$ cat config.mk
export PLATFORM = sky130hd
export DESIGN_NAME = alu_noc_port_arbiter
export DESIGN_NICKNAME = d
export VERILOG_FILES = /design/src/rtl/alu_noc_port_arbiter.sv
export SDC_FILE = /design/constraint.sdc
export NUM_CORES = 1
export LEC_CHECK = 0
export ABC_AREA = 0
export CAP_MARGIN = 20
export CORE_AREA = 2 2 347 349
export CTS_CLUSTER_DIAMETER = 200
export DETAILED_ROUTE_END_ITERATION = 10
export DIE_AREA = 0 0 349 351
export DONT_BUFFER_PORTS = 1
export PLACE_DENSITY = 0.3
export SETUP_SLACK_MARGIN = 0.1
export SYNTH_ARGS = -nofsm -noshare
export SYNTH_HDL_FRONTEND = slang
export SYNTH_SLANG_ARGS = --single-unit
$ cat constraint.sdc
create_clock -name clk -period 8.5 [get_ports clk]
set_input_delay 1.7 -clock clk [delete_from_list [all_inputs] [get_ports clk]]
set_output_delay 1.7 -clock clk [all_outputs]
set_load 0.005 [all_outputs]
$ cat src/rtl/alu_noc_port_arbiter.sv
// Round-robin output-link arbiter for one NoC tile direction with a single registered output stage.
// Optional per-requester saturating grant counters are enabled with `define ARB_PERF_CNT_EN.
module alu_noc_port_arbiter #(
    parameter int DATA_W  = 64,
    parameter int CTRL_W  = 16,
    parameter int NUM_REQ = 5
`ifdef ARB_PERF_CNT_EN
    , parameter int CNT_W = 16
`endif
) (
    input  logic                      clk,
    input  logic                      rst,
    input  logic [NUM_REQ-1:0]        req_valid,
    input  logic [NUM_REQ*DATA_W-1:0] req_a,
    input  logic [NUM_REQ*DATA_W-1:0] req_b,
    input  logic [NUM_REQ*CTRL_W-1:0] req_ctrl,
    output logic [NUM_REQ-1:0]        req_ready,
    output logic                      out_valid,
    output logic [DATA_W-1:0]         out_a,
    output logic [DATA_W-1:0]         out_b,
    output logic [CTRL_W-1:0]         out_ctrl,
    output logic [2:0]                out_src,
    input  logic                      out_ready
`ifdef ARB_PERF_CNT_EN
    , output logic [NUM_REQ*CNT_W-1:0] grant_cnt
`endif
);
    localparam int PTR_W = (NUM_REQ > 1) ? $clog2(NUM_REQ) : 1;

    logic [NUM_REQ-1:0][DATA_W-1:0] a_arr, b_arr;
    logic [NUM_REQ-1:0][CTRL_W-1:0] ctrl_arr;
    logic [PTR_W-1:0]               rr_ptr;
    logic [PTR_W-1:0]               grant_idx;
    logic                           found;
    logic                           can_load;
    logic                           accept;

    assign a_arr    = req_a;
    assign b_arr    = req_b;
    assign ctrl_arr = req_ctrl;

    assign can_load = !out_valid || out_ready;
    assign accept   = can_load && found;

    // Scan rr_ptr, rr_ptr+1, ... with an explicit mod-NUM_REQ wrap.
    always_comb begin
        int idx;
        idx       = 0;
        found     = 1'b0;
        grant_idx = '0;
        for (int k = 0; k < NUM_REQ; k++) begin
            idx = int'(rr_ptr) + k;
            if (idx >= NUM_REQ) idx = idx - NUM_REQ;
            if (!found && req_valid[idx]) begin
                found     = 1'b1;
                grant_idx = PTR_W'(idx);
            end
        end
        req_ready = '0;
        if (accept) req_ready[grant_idx] = 1'b1;
    end

    always_ff @(posedge clk or posedge rst) begin
        if (rst) begin
            out_valid <= 1'b0;
            out_a     <= '0;
            out_b     <= '0;
            out_ctrl  <= '0;
            out_src   <= '0;
            rr_ptr    <= '0;
        end else if (accept) begin
            out_valid <= 1'b1;
            out_a     <= a_arr[grant_idx];
            out_b     <= b_arr[grant_idx];
            out_ctrl  <= ctrl_arr[grant_idx];
            out_src   <= 3'(grant_idx);
            rr_ptr    <= (grant_idx == PTR_W'(NUM_REQ - 1)) ? '0 : grant_idx + 1'b1;
        end else if (out_ready) begin
            // Drain with nothing to load: payload fields keep their last value.
            out_valid <= 1'b0;
        end
    end

`ifdef ARB_PERF_CNT_EN
    logic [NUM_REQ-1:0][CNT_W-1:0] cnt_q;

    always_ff @(posedge clk or posedge rst) begin
        if (rst) begin
            cnt_q <= '0;
        end else begin
            for (int i = 0; i < NUM_REQ; i++) begin
                if (req_valid[i] && req_ready[i] && (cnt_q[i] != {CNT_W{1'b1}}))
                    cnt_q[i] <= cnt_q[i] + 1'b1;
            end
        end
    end

    assign grant_cnt = cnt_q;
`endif

endmodule

Word-level counts from Yosys, hierarchy flattened
Cells that the tools add are included.
Widths: inputs -> output; s select.
{ "word_totals": {"ff_bits": 151, "in_bits": 728, "out_inout_bits": 153, "word_cells": 84} }
{ "op_classes": {"n_addsub": 10, "magnitude_cmp": 12, "n_eq_ne": 1, "muxes": 42, "reduce_logical": 13} }
{ "op_table": {"columns": ["cell", "n"], "rows": [
  ["$bmux 64 s3", 2],
  ["$lt 32x5->1 const B", 5],
  ["$mux 32", 5],
  ["$mux 64", 2],
  ["$bmux 16 s3", 1],
  ["$sub 4x3->5 const B", 4],
  ["$mux 1", 18],
  ["$mux 3", 6],
  ["$ge 4x3->1 const B", 4],
  ["$mux 16", 1],
  ["$bmux 1 s3", 5],
  ["$add 3x2->4 const B", 2],
  ["$logic_and 1x1->1", 6],
  ["$logic_not 1->1", 5],
  ["$mux 5", 1],
  ["$add 3x1->4 const B", 1],
  ["$add 3x3->4 const B", 1],
  ["$lt 3x4->1 const B", 1],
  ["$sub 3x3->4 const B", 1],
  ["$add 3x1->3 const B", 1],
  ["$demux 1 s3", 1],
  ["$eq 3x3->1 const B", 1],
  ["$ge 3x1->1 const B", 1],
  ["$ge 3x3->1 const B", 1],
  ["2 further kinds", 2]
]} }

Logic depth before layout (Yosys ltp)
Gate-level depths: netlist of the first run.
{ "logic_depth": {"depth_word": 23, "depth_mapped": 19, "ltp_nobuf": 14} }

Worst setup path before layout of the first run
No wires, ideal clock.
{ "synth_timing": {"kind": "input to output", "startpoint": "input port req_valid[1]", "endpoint": "output port req_ready[0]", "t_arrival_ns": 4.081, "required_ns": 6.800, "path_slack_ns": 2.719, "path_stages": 12, "path_buffers": 3, "cell_sequence": "buf_1 > or4b_1 > o21ai_0 > nor3_1 > a221o_1 > or3_1 > nor3_1 > o32a_2 > nand3b_1 > buf_2 > buf_4 > nor2_1"} }
{ "synth_via": {"elab_chain_len": 21, "word_cells_on_any_way": 40, "classes_between": "2 x order compare; 28 x mux; 10 x reduce/logical"} }
{ "synth_lines": {"columns": ["item", "line", "text"], "rows": [
  ["from (decl)", "13", "input logic [NUM_REQ-1:0] req_valid,"],
  ["$bmux 1 s3", "54", "if (!found && req_valid[idx]) begin"],
  ["$mux 1 (implied by the code) (2 in a row)", "54", null],
  ["$mux 1", "54", null],
  ["$logic_not 1->1", "54", null],
  ["$logic_and 1x1->1", "54", null],
  ["$mux 1", "54", null],
  ["$logic_not 1->1", "54", null],
  ["$logic_and 1x1->1", "54", null],
  ["[4 not listed]", null, null],
  ["$logic_not 1->1", "54", null],
  ["$logic_and 1x1->1", "54", null],
  ["$mux 3", "54", null],
  ["$lt 3x4->1 (implied by the code) / $ge 3x1->1 (equally long branches)", "60", "if (accept) req_ready[grant_idx] = 1'b1;"],
  ["$logic_and 1x1->1 (implied by the code)", "60", null],
  ["$mux 1 (implied by the code)", "60", null],
  ["$demux 1 s3", "60", null],
  ["$mux 5 (*)", "60", null],
  ["to (decl)", "17", "output logic [NUM_REQ-1:0] req_ready,"]
]} }
Every way passes the cells marked *; elsewhere a longest branch is shown, timed or not. The select of a mux whose other input is x is not followed.

Final worst setup path of the first run
{ "layout_timing": {"startpoint": "register rr_ptr[1]", "endpoint": "output port req_ready[2]"} }
{ "layout_via": {"elab_chain_len": 23, "word_cells_on_any_way": 59, "classes_between": "9 x add/sub; 7 x order compare; 33 x mux; 10 x reduce/logical"} }
{ "layout_lines": {"columns": ["item", "line", "text"], "rows": [
  ["from (decl)", "32", "logic [PTR_W-1:0] rr_ptr;"],
  ["from (signal assigned)", "77", "rr_ptr <= (grant_idx == PTR_W'(NUM_REQ - 1)) ? '0 : grant_idx + 1'b1;"],
  ["parallel branches: the longest is 22 deep, another holds $sub 4x3->5", null, null],
  ["$mux 5 (*)", "60", null]
]} }
Mark *: on every way between the ends. The select of a mux whose other input is x is not followed.

==> out/results.tsv, run 1 <==
stage	metric	value	unit
route	wl_per_cell	23.70	µm
layout	multi_input_area	0.007101	mm²
layout	layout-drive-gt1-share	0.05625	
layout	fill_cells	13600	
timing	final-setup-viol-count	0	
placement	pre_cts_ws	2.341	ns
global_route	overflow	0	
logic_synthesis	synth_largest_area_cell	dfrtp_1	
logic_synthesis	ys_seq_elements	151	
timing	worst_pin_slew	1.227	ns
hold_path	hold_path.class	flop to flop	
cts	htreeDepth	4	
cts	post_cts_buffers	0	
critical_path	endpoint_kind	output port	
cts	cts_tree	done	
timing	skew	0.01191	ns
logic_synthesis	yosysSeqAreaShare	0.3298	
cts	cts_buffers	17	
logic_synthesis	ys_types	65	
logic_synthesis	synth-main-ff-cell	dfrtp_1	
cts	ctsLongestPathBuffers	2	
logic_synthesis	synth_area	0.01146	mm²
route	num_vias	9950	
cts	clock-sinks	151	
route	wl	63600	µm
critical_path	cp-start-kind	flop	
flow_run	cap_violations	0	
floorplanning	dieWidth	349	µm
route	viasPerCell	3.709	
route	first_iter_violations	598	
route	ant_nets	0	
timing	fin_setup_tns	0	ns
global_route	grt_pass1_wl	83190	µm
route	drtPass1Iterations	4	
placement	place_congestion	0.8246	
global_route	grt_max_degree	145	
timing	slew_headroom	0.1821	
timing	rsz0062_at_grt	false	
run_status	status	completed	
logic_synthesis	synthTopCellsByArea	dfrtp_1 33%, mux2i_1 26%, a2bb2oi_1 11%, o211ai_1 9.5%, nand2_1 5.2%	
route	drc_errors	0	
timing	drv_slew	0	
timing	hold_viol	0	
layout	final-instance-count-excl-fill	2683	
global_route	grt_pass1_vias	10510	
timing	fmax	0.1499	GHz
logic_synthesis	synth-edff-count	0	
placement	dp_hpwl	50370	µm
cts	postCtsResizedCells	0	
timing	fin_crit	6.672	ns
floorplanning	ios	881	
logic_synthesis	syn_area_per_cell	9.710	µm²
layout	utilization	0.1150	
logic_synthesis	synthCells	1180	
floorplanning	rows	127	
cts	holdBufCountCts	0	
floorplanning	core_area	0.1190	mm²
placement	portBuffers	0	
global_route	antenna_found_initial	29	
critical_path	r2r_slack	2.60	ns
logic_synthesis	async_reset_ff_frac	1.000	
layout	regArea	0.003779	mm²
logic_synthesis	synthesis.nets	1920	
cts	clkTransAtPathRegs	0.07	ns
timing	fin_ws	1.828	ns
critical_path	critPathArrivalTime	4.97	ns
logic_synthesis	yosys.area.top_type_share	0.3298	
layout	area_growth	19.45	%
floorplanning	dieArea	0.1225	mm²
floorplanning	die_h	351	µm
placement	dp_cells	2638	
timing	fin_crit_sh	0.7849	
floorplanning	start_util	0.09626	
critical_path	cp_max_fo	31	
cts	clock_latency	0.50	ns
logic_synthesis	synth_warnings	0	
global_route	track_usage	0.09847	
logic_synthesis	synth_common_cells	296 x mux2i_1, 158 x nand2_1, 151 x dfrtp_1	
logic_synthesis	synth.most_common_cell	mux2i_1	
critical_path	crit_required	6.80	ns
critical_path	crit_type	flop to output port	
layout	layout.nets	1849	
cts	clockRootBuffer	clkbuf_16	
-- state kept, by name, indices dropped and copies added, names as in the netlist --
signal     cells
out_a         64
out_b         64
out_ctrl      16
out_src        3
rr_ptr         3
out_valid      1
-- cells in the final DEF (no fill, tap or decap), types with 5 or more instances in the layout --
cell type and count:
mux2i_1 296, nand2_1 158, dfrtp_1 151, o211ai_1 145, a2bb2oi_1 144, nor2_1 17, clkbuf_16 17, a21oi_1 16
o21ai_0 16, buf_4 16, diode_2 15, inv_1 12, ha_1 12, nand2b_1 8, a21o_1 8, a211oi_1 6
and3_1 6, nor3_1 6, nand3_1 6, o22ai_1 5
-- metrics by stage --
stage | hold slack, ns | area (µm²)
after floorplan | 0.4707 | 11460
after global placement | 0.5350 | 13060
after detailed placement | 0.5331 | 13060
after CTS | 0.5457 | 13650
after global routing | 0.5722 | 13670
final | 0.5409 | 13690
-- cell type report --
cell class | instances | share of cell area
timing repair buffer | 19 | 0.01317
clock inverter | 11 | 0.01088
sequential | 151 | 0.2761
tap | 1548 | 0.1415
inverter | 14 | 0.004388
antenna | 15 | 0.002743
clock buffer | 19 | 0.03236
multi-input combinational | 906 | 0.5188
-- final timing paths --
kind	from	endpoint	depth (start not counted)
worst max-delay path	rr_ptr[1]	req_ready[2]	12
worst min-delay path	out_b[43]	out_b[43]	2
worst max register to register	rr_ptr[1]	out_b[33]	13
worst min register to register	out_b[43]	out_b[43]	2
max in group asynchronous	rst	out_b[1]	2
min in group asynchronous	rst	out_a[24]	1
-- worst max-delay path, cell delays in order (launching register included) --
cell	delay, ns
dfrtp_1	0.32
buf_4	0.23
inv_1	0.18
ha_1	0.74
nand2b_1	0.19
a2111oi_1	0.57
o21a_1	0.21
a221o_1	0.19
nand2_1	0.10
nor4_1	0.47
a21bo_4	0.53
nand3b_1	0.56
nor2_1	0.17
-- cell families (layout without fill, tap and decap cells) --
kind of cell / Yosys count / count (layout) / synth area share
AOI/OAI and AO/OA: 368 / 368 / 0.2548
muxes: 300 / 300 / 0.2625
and+or+nand+nor: 221 / 221 / 0.08300
DFF: 151 / 151 / 0.3298
buffers and inverters: 123 / 63 / 0.05297
adders and majority gates: 12 / 12 / 0.01310
xor gates and xnor gates: 5 / 5 / 0.003822
other: 0 / 15 / 0
-- metal layers --
layer  up-vias  GRT usage  wire (µm)
met3        94    0.04627       6371
met1      4941     0.1090      24030
met2       513     0.1624      30960
li1       4380          -          -
met4        22    0.03976       2102
met5         -          0        128
Power of run 1 is not shown: default switching activity piles up to over one toggle a cycle in this logic, so the estimate is an artifact.
==> run 2, diff against run 1 <==
==> constraint.sdc (replaced) <==
create_clock -name clk -period 5.5 [get_ports clk]
set_input_delay 1.1 -clock clk [delete_from_list [all_inputs] [get_ports clk]]
set_output_delay 1.1 -clock clk [all_outputs]
set_load 0.005 [all_outputs]
==> run 2 against run 1 <==
Routed wire length increased by 0.23%. Sequential cell count unchanged. Clock-buffer cell count rose by 1. Worst setup slack worse by 1.4 ns. Global-route usage about the same. Final area increased by 2.9%. Critical endpoint is now req_ready[0].
==> out/results.tsv, run 2 (synthesized netlist as in run 1, its figures left out) <==
stage	metric	value	unit	change
critical_path	crit_top_cell	nor3_1		
timing	fmax	0.1960	GHz	
route	first_iter_violations	609		+1.8%
layout	top_regs	out_a x64, out_b x64, out_ctrl x16		
timing	drv_slew	0		unchanged
layout	area_growth	22.86	%	
hold_path	hold_path.class	input port to asynchronous set/reset pin		
global_route	antenna_found_initial	25		-14%
route	wl_per_cell	23.55	µm	-0.66%
global_route	grt_pass1_wl	83520	µm	+0.40%
route	num_vias	10130		+1.8%
run_status	status	completed		
cts	holdBufCountCts	0		unchanged
route	wl	63750	µm	+0.23%
floorplanning	ios	881		unchanged
critical_path	cp-start-kind	flop		
critical_path	cp_slowest_cell	or4b_1		
layout	utilization	0.1183		+0.003280
global_route	track_usage	0.09843		about the same
placement	place_congestion	0.8263		+0.21%
cts	clockRootBuffer	clkbuf_16		
floorplanning	die_h	351	µm	unchanged
timing	fin_crit	5.103	ns	
route	drtPass1Iterations	5		+1
layout	layout_commonest_cell	mux2i_1		
critical_path	reg2regPathDepth	18		+5
global_route	grt_max_degree	81		-44%
timing	hold_viol	0		unchanged
timing	worst_pin_slew	1.019	ns	-0.2076 ns
floorplanning	dieWidth	349	µm	unchanged
critical_path	max_stage_delay	0.52	ns	-0.22 ns
critical_path	crit_type	flop to output port		
route	ant_nets	0		unchanged
cts	cts_tree	done		
timing	slew_headroom	0.3204		+0.1384
cts	clkTransAtPathRegs	0.08	ns	about the same
cts	clock-sinks	151		unchanged
layout	layout-drive-gt1-share	0.08901		+0.03276
route	viasPerCell	3.743		+0.92%
floorplanning	start_util	0.09626		unchanged
cts	ctsLongestPathBuffers	2		unchanged
critical_path	endpoint_kind	output port		
critical_path	worstPathCellList	clkinv_4 -> ha_1 -> inv_1 -> ha_2 -> or4b_1 -> o21ai_0 -> nor3_1 -> a221o_1 -> or3_1 -> nor3_1 -> o32a_2 -> nand3b_1 -> buf_4 -> nor2_2		
cts	clock_latency	0.50	ns	about the same
critical_path	critPathArrivalTime	4.00	ns	-0.97 ns
placement	portBuffers	0		unchanged
cts	htreeDepth	4		unchanged
route	drc_errors	0		unchanged
placement	dp_hpwl	51080	µm	+1.4%
timing	final-setup-viol-count	0		unchanged
cts	cts_buffers	17		unchanged
timing	rsz0062_at_grt	false		
floorplanning	core_area	0.1190	mm²	unchanged
floorplanning	dieArea	0.1225	mm²	unchanged
layout	most-common-layout-cells	296 x mux2i_1, 157 x nand2_1, 150 x dfrtp_1		
global_route	grt_pass1_vias	10550		+0.40%
flow_run	cap_violations	0		unchanged
timing	fin_crit_sh	0.9278		
timing	skew	0.01392	ns	+0.002010 ns
critical_path	crit_required	4.40	ns	-2.40 ns
layout	layout.nets	1873		+1.3%
floorplanning	rows	127		unchanged
global_route	overflow	0		unchanged
timing	fin_setup_tns	0	ns	unchanged
critical_path	cp_max_fo	13		-58%
==> run 2: cell count changes in the layout (fill, tap and decap cells not counted), sizes merged, moves of 2 or more <==
cell,previous run,this run
buf,19,43
clkinv,3,6
diode,15,13
inv,16,14
==> run 2: worst max-delay path: cells and delay by family, from the launching register on <==
kind,cells,cell delay (ns)
adders and majority gates,2,0.56
DFF,1,0.42
buffers and inverters,3,0.37
and+or+nand+nor,6,1.43
AOI/OAI and AO/OA,3,0.73
==> run 2: cell type report <==
class	count	area, µm²
Timing Repair Buffer	43	476.7
Fill cell	13600	104900
Tap cell	1548	1937
Antenna cell	13	32.53
Clock inverter	12	176.4
Clock buffer	20	436.7
Inverter	14	65.06
Sequential cell	151	3780
Multi-Input combinational cell	906	7172
==> run 2: worst paths after layout <==
path | startpoint | end | slack [ns]
worst max-delay path | rr_ptr[0] | req_ready[0] | 0.40
worst min-delay path | rst | out_a[37] | 0.46
worst max register to register | rr_ptr[0] | out_a[38] | 0.78
worst min register to register | out_b[34] | out_b[34] | 0.54
max in group asynchronous | rst | out_b[35] | 3.91
min in group clk | out_b[34] | out_b[34] | 0.54
==> run 2: layer usage <==
metal  wire length (µm)  up-vias  track usage
li1                   -     4430            -
met1              24410     5034       0.1077
met2              30790      536       0.1598
met3               6281      109      0.05002
met4               2138       22      0.04231
met5                133        -            0
==> run 2: stage by stage <==
stage	setup WS, ns	cells	instance area (µm²)	hold WS (ns)
2_1_floorplan	0.3353	1180	11460	0.4707
3_3_place_gp	0.6191	2654	13290	0.5203
3_5_place_dp	0.5750	2654	13290	0.5307
4_1_cts	0.1103	2686	13910	0.5129
5_1_grt	0.1058	2704	14070	0.4630
6_report	0.3971	2707	14080	0.4636
==> run 2: repair_timing <==
action,4_1_cts,5_1_grt
resized for setup,5,18
setup endpoints to repair,4,4
hold endpoints to repair,0,0
setup buffers,0,8
pin swaps,0,1
Power of run 2 is left out for the same reason.
==> run 3, diff against run 2 <==
--- a/config.mk
+++ b/config.mk
@@ -12,7 +12,6 @@
 export DETAILED_ROUTE_END_ITERATION = 10
 export DIE_AREA = 0 0 349 351
 export DONT_BUFFER_PORTS = 1
-export PLACE_DENSITY = 0.3
 export SETUP_SLACK_MARGIN = 0.1
 export SYNTH_ARGS = -nofsm -noshare
 export SYNTH_HDL_FRONTEND = slang
==> run 3 against run 2 <==
Critical path depth decreased by 4. Hold slack gained 0.024 ns. Register-to-register slack worse by 0.29 ns. Largest cell class unchanged. Sequential share of layout area grew 0.22 points. Highest routed layer unchanged.
==> out/results.tsv, run 3 (synthesized netlist as in run 1, its figures left out) <==
stage	metric	value	unit	change
timing	hold_viol	0		unchanged
layout	area_growth	21.84	%	
floorplanning	rows	127		unchanged
layout	final-instance-count-excl-fill	2714		+0.26%
timing	fin_crit_sh	0.9384		+0.01059
cts	cts_buffers	17		unchanged
critical_path	crit_type	flop to output port		
critical_path	crit_start	rr_ptr[0]		
layout	utilization	0.1173		-0.0009780
timing	fin_crit	5.161	ns	+0.05824 ns
power	power.static_leakage	4.902	nW	
layout	most-common-layout-cells	296 x mux2i_1, 157 x nand2_1, 150 x dfrtp_1		
placement	portBuffers	0		unchanged
global_route	grt_pass1_vias	10380		-1.6%
route	drtPass1Iterations	6		+1
power	peakVddDrop	1445	µV	
timing	rsz0062_at_grt	false		
critical_path	reg2reg_from	rr_ptr[0]		
timing	fmax	0.1938	GHz	-1.1%
critical_path	cp-start-kind	flop		
layout	layout.nets	1865		-0.43%
route	wl_per_cell	32.42	µm	+38%
timing	fin_setup_tns	0	ns	unchanged
placement	place_congestion	1.042		+26%
placement	pre_cts_ws	0.4497	ns	-0.1253 ns
layout	layout_commonest_cell	mux2i_1		
flow_run	cap_violations	0		unchanged
route	first_iter_violations	1059		+74%
critical_path	cp_max_fo	32		+19
timing	skew	0.01570	ns	+0.001788 ns
critical_path	r2r_slack	0.49	ns	-0.29 ns
critical_path	path_buf_inv	1		-2
layout	stdcell_area	0.01396	mm²	-0.83%
route	drc_errors	0		unchanged
critical_path	worstPathCellList	buf_4 -> ha_1 -> a21o_1 -> mux2_2 -> o32ai_1 -> nand2b_1 -> a211oi_1 -> a211oi_1 -> o32a_1 -> nor2_1		
route	ant_nets	0		unchanged
global_route	grt_pass1_wl	107800	µm	+29%
critical_path	reg2regPathDepth	14		-4
route	num_vias	10930		+7.9%
timing	timing.hold.ws	0.4873	ns	+0.02367 ns
critical_path	cp_top_family	compound AO/OA/AOI/OAI gates		
cts	clockRootBuffer	clkbuf_16		
cts	clock_latency	0.53	ns	+0.03 ns
layout	layout-drive-gt1-share	0.07909		-0.009919
critical_path	endpoint_kind	output port		
critical_path	r2r_end	out_a[16]		
cts	clkTransAtPathRegs	0.09	ns	about the same
critical_path	cp_slowest_cell	a211oi_1		
floorplanning	die_h	351	µm	unchanged
critical_path	max_stage_delay	0.52	ns	about the same
placement	placed_cell_area	0.01323	mm²	-0.47%
timing	drv_slew	0		unchanged
floorplanning	dieArea	0.1225	mm²	unchanged
timing	slew_headroom	0.2060		-0.1145
global_route	antenna_found_initial	99		+300%
layout	fill_cells	13640		+0.27%
power	power	18.36	mW	
global_route	grt_max_degree	93		+15%
floorplanning	start_util	0.09626		unchanged
power	p_per_area	1315	mW/mm²	
cts	post_cts_buffers	0		unchanged
cts	cts_tree	done		
timing	fin_ws	0.3389	ns	-0.05824 ns
timing	final-setup-viol-count	0		unchanged
cts	ctsLongestPathBuffers	2		unchanged
placement	dp_cells	2654		unchanged
cts	htreeDepth	4		unchanged
global_route	overflow	0		unchanged
route	wl	88000	µm	+38%
floorplanning	dieWidth	349	µm	unchanged
layout	top_regs	out_a x64, out_b x64, out_ctrl x16		
placement	dp_hpwl	74720	µm	+46%
critical_path	critPathArrivalTime	4.06	ns	+0.06 ns
timing	worst_pin_slew	1.191	ns	+0.1717 ns
critical_path	crit_top_cell	a211oi_1		
run_status	status	completed		
global_route	track_usage	0.1364		+0.03794
floorplanning	core_area	0.1190	mm²	unchanged
hold_path	hold_path.class	input port to asynchronous set/reset pin		
cts	clock-sinks	151		unchanged
critical_path	crit_required	4.40	ns	about the same
floorplanning	ios	881		unchanged
route	viasPerCell	4.028		+7.6%
## run 3: final cells by class
class                           instances  area (µm²)  area share
Inverter                               14       62.56    0.004482
Multi-Input combinational cell        906        7141      0.5115
Clock buffer                           18       439.2     0.03146
Timing Repair Buffer                   35       350.3     0.02510
Clock inverter                         14       180.2     0.01291
Sequential cell                       151        3780      0.2708
Tap cell                             1548        1937      0.1387
Antenna cell                           28       70.07    0.005019
## run 3: how the worst max path moves through the flow
stage	to	depth (start not counted)
2_1_floorplan	out_a[0]	1
3_3_place_gp	out_a[16]	16
3_5_place_dp	out_a[16]	16
5_1_grt	req_ready[3]	10
4_1_cts	req_ready[0]	12
6_report	req_ready[3]	10
## run 3: routing by layer
layer,track usage,vias up,part of all wire
li1,-,4444,-
met4,0.05454,46,0.038
met1,0.1573,5368,0.39
met2,0.2085,860,0.45
met5,0,-,0.0038
met3,0.07546,214,0.13
## run 3: repair_timing
action	in CTS	in global routing
setup endpoints to repair	0	5
hold buffers	0	0
resized for setup	0	14
## run 3: power breakdown
group	switching (mW)	internal, mW
Combinational	7.73	6.57
Sequential	0.840	1.83
Clock	0.680	0.702
Note: power is estimated with default switching activity, not from simulation.
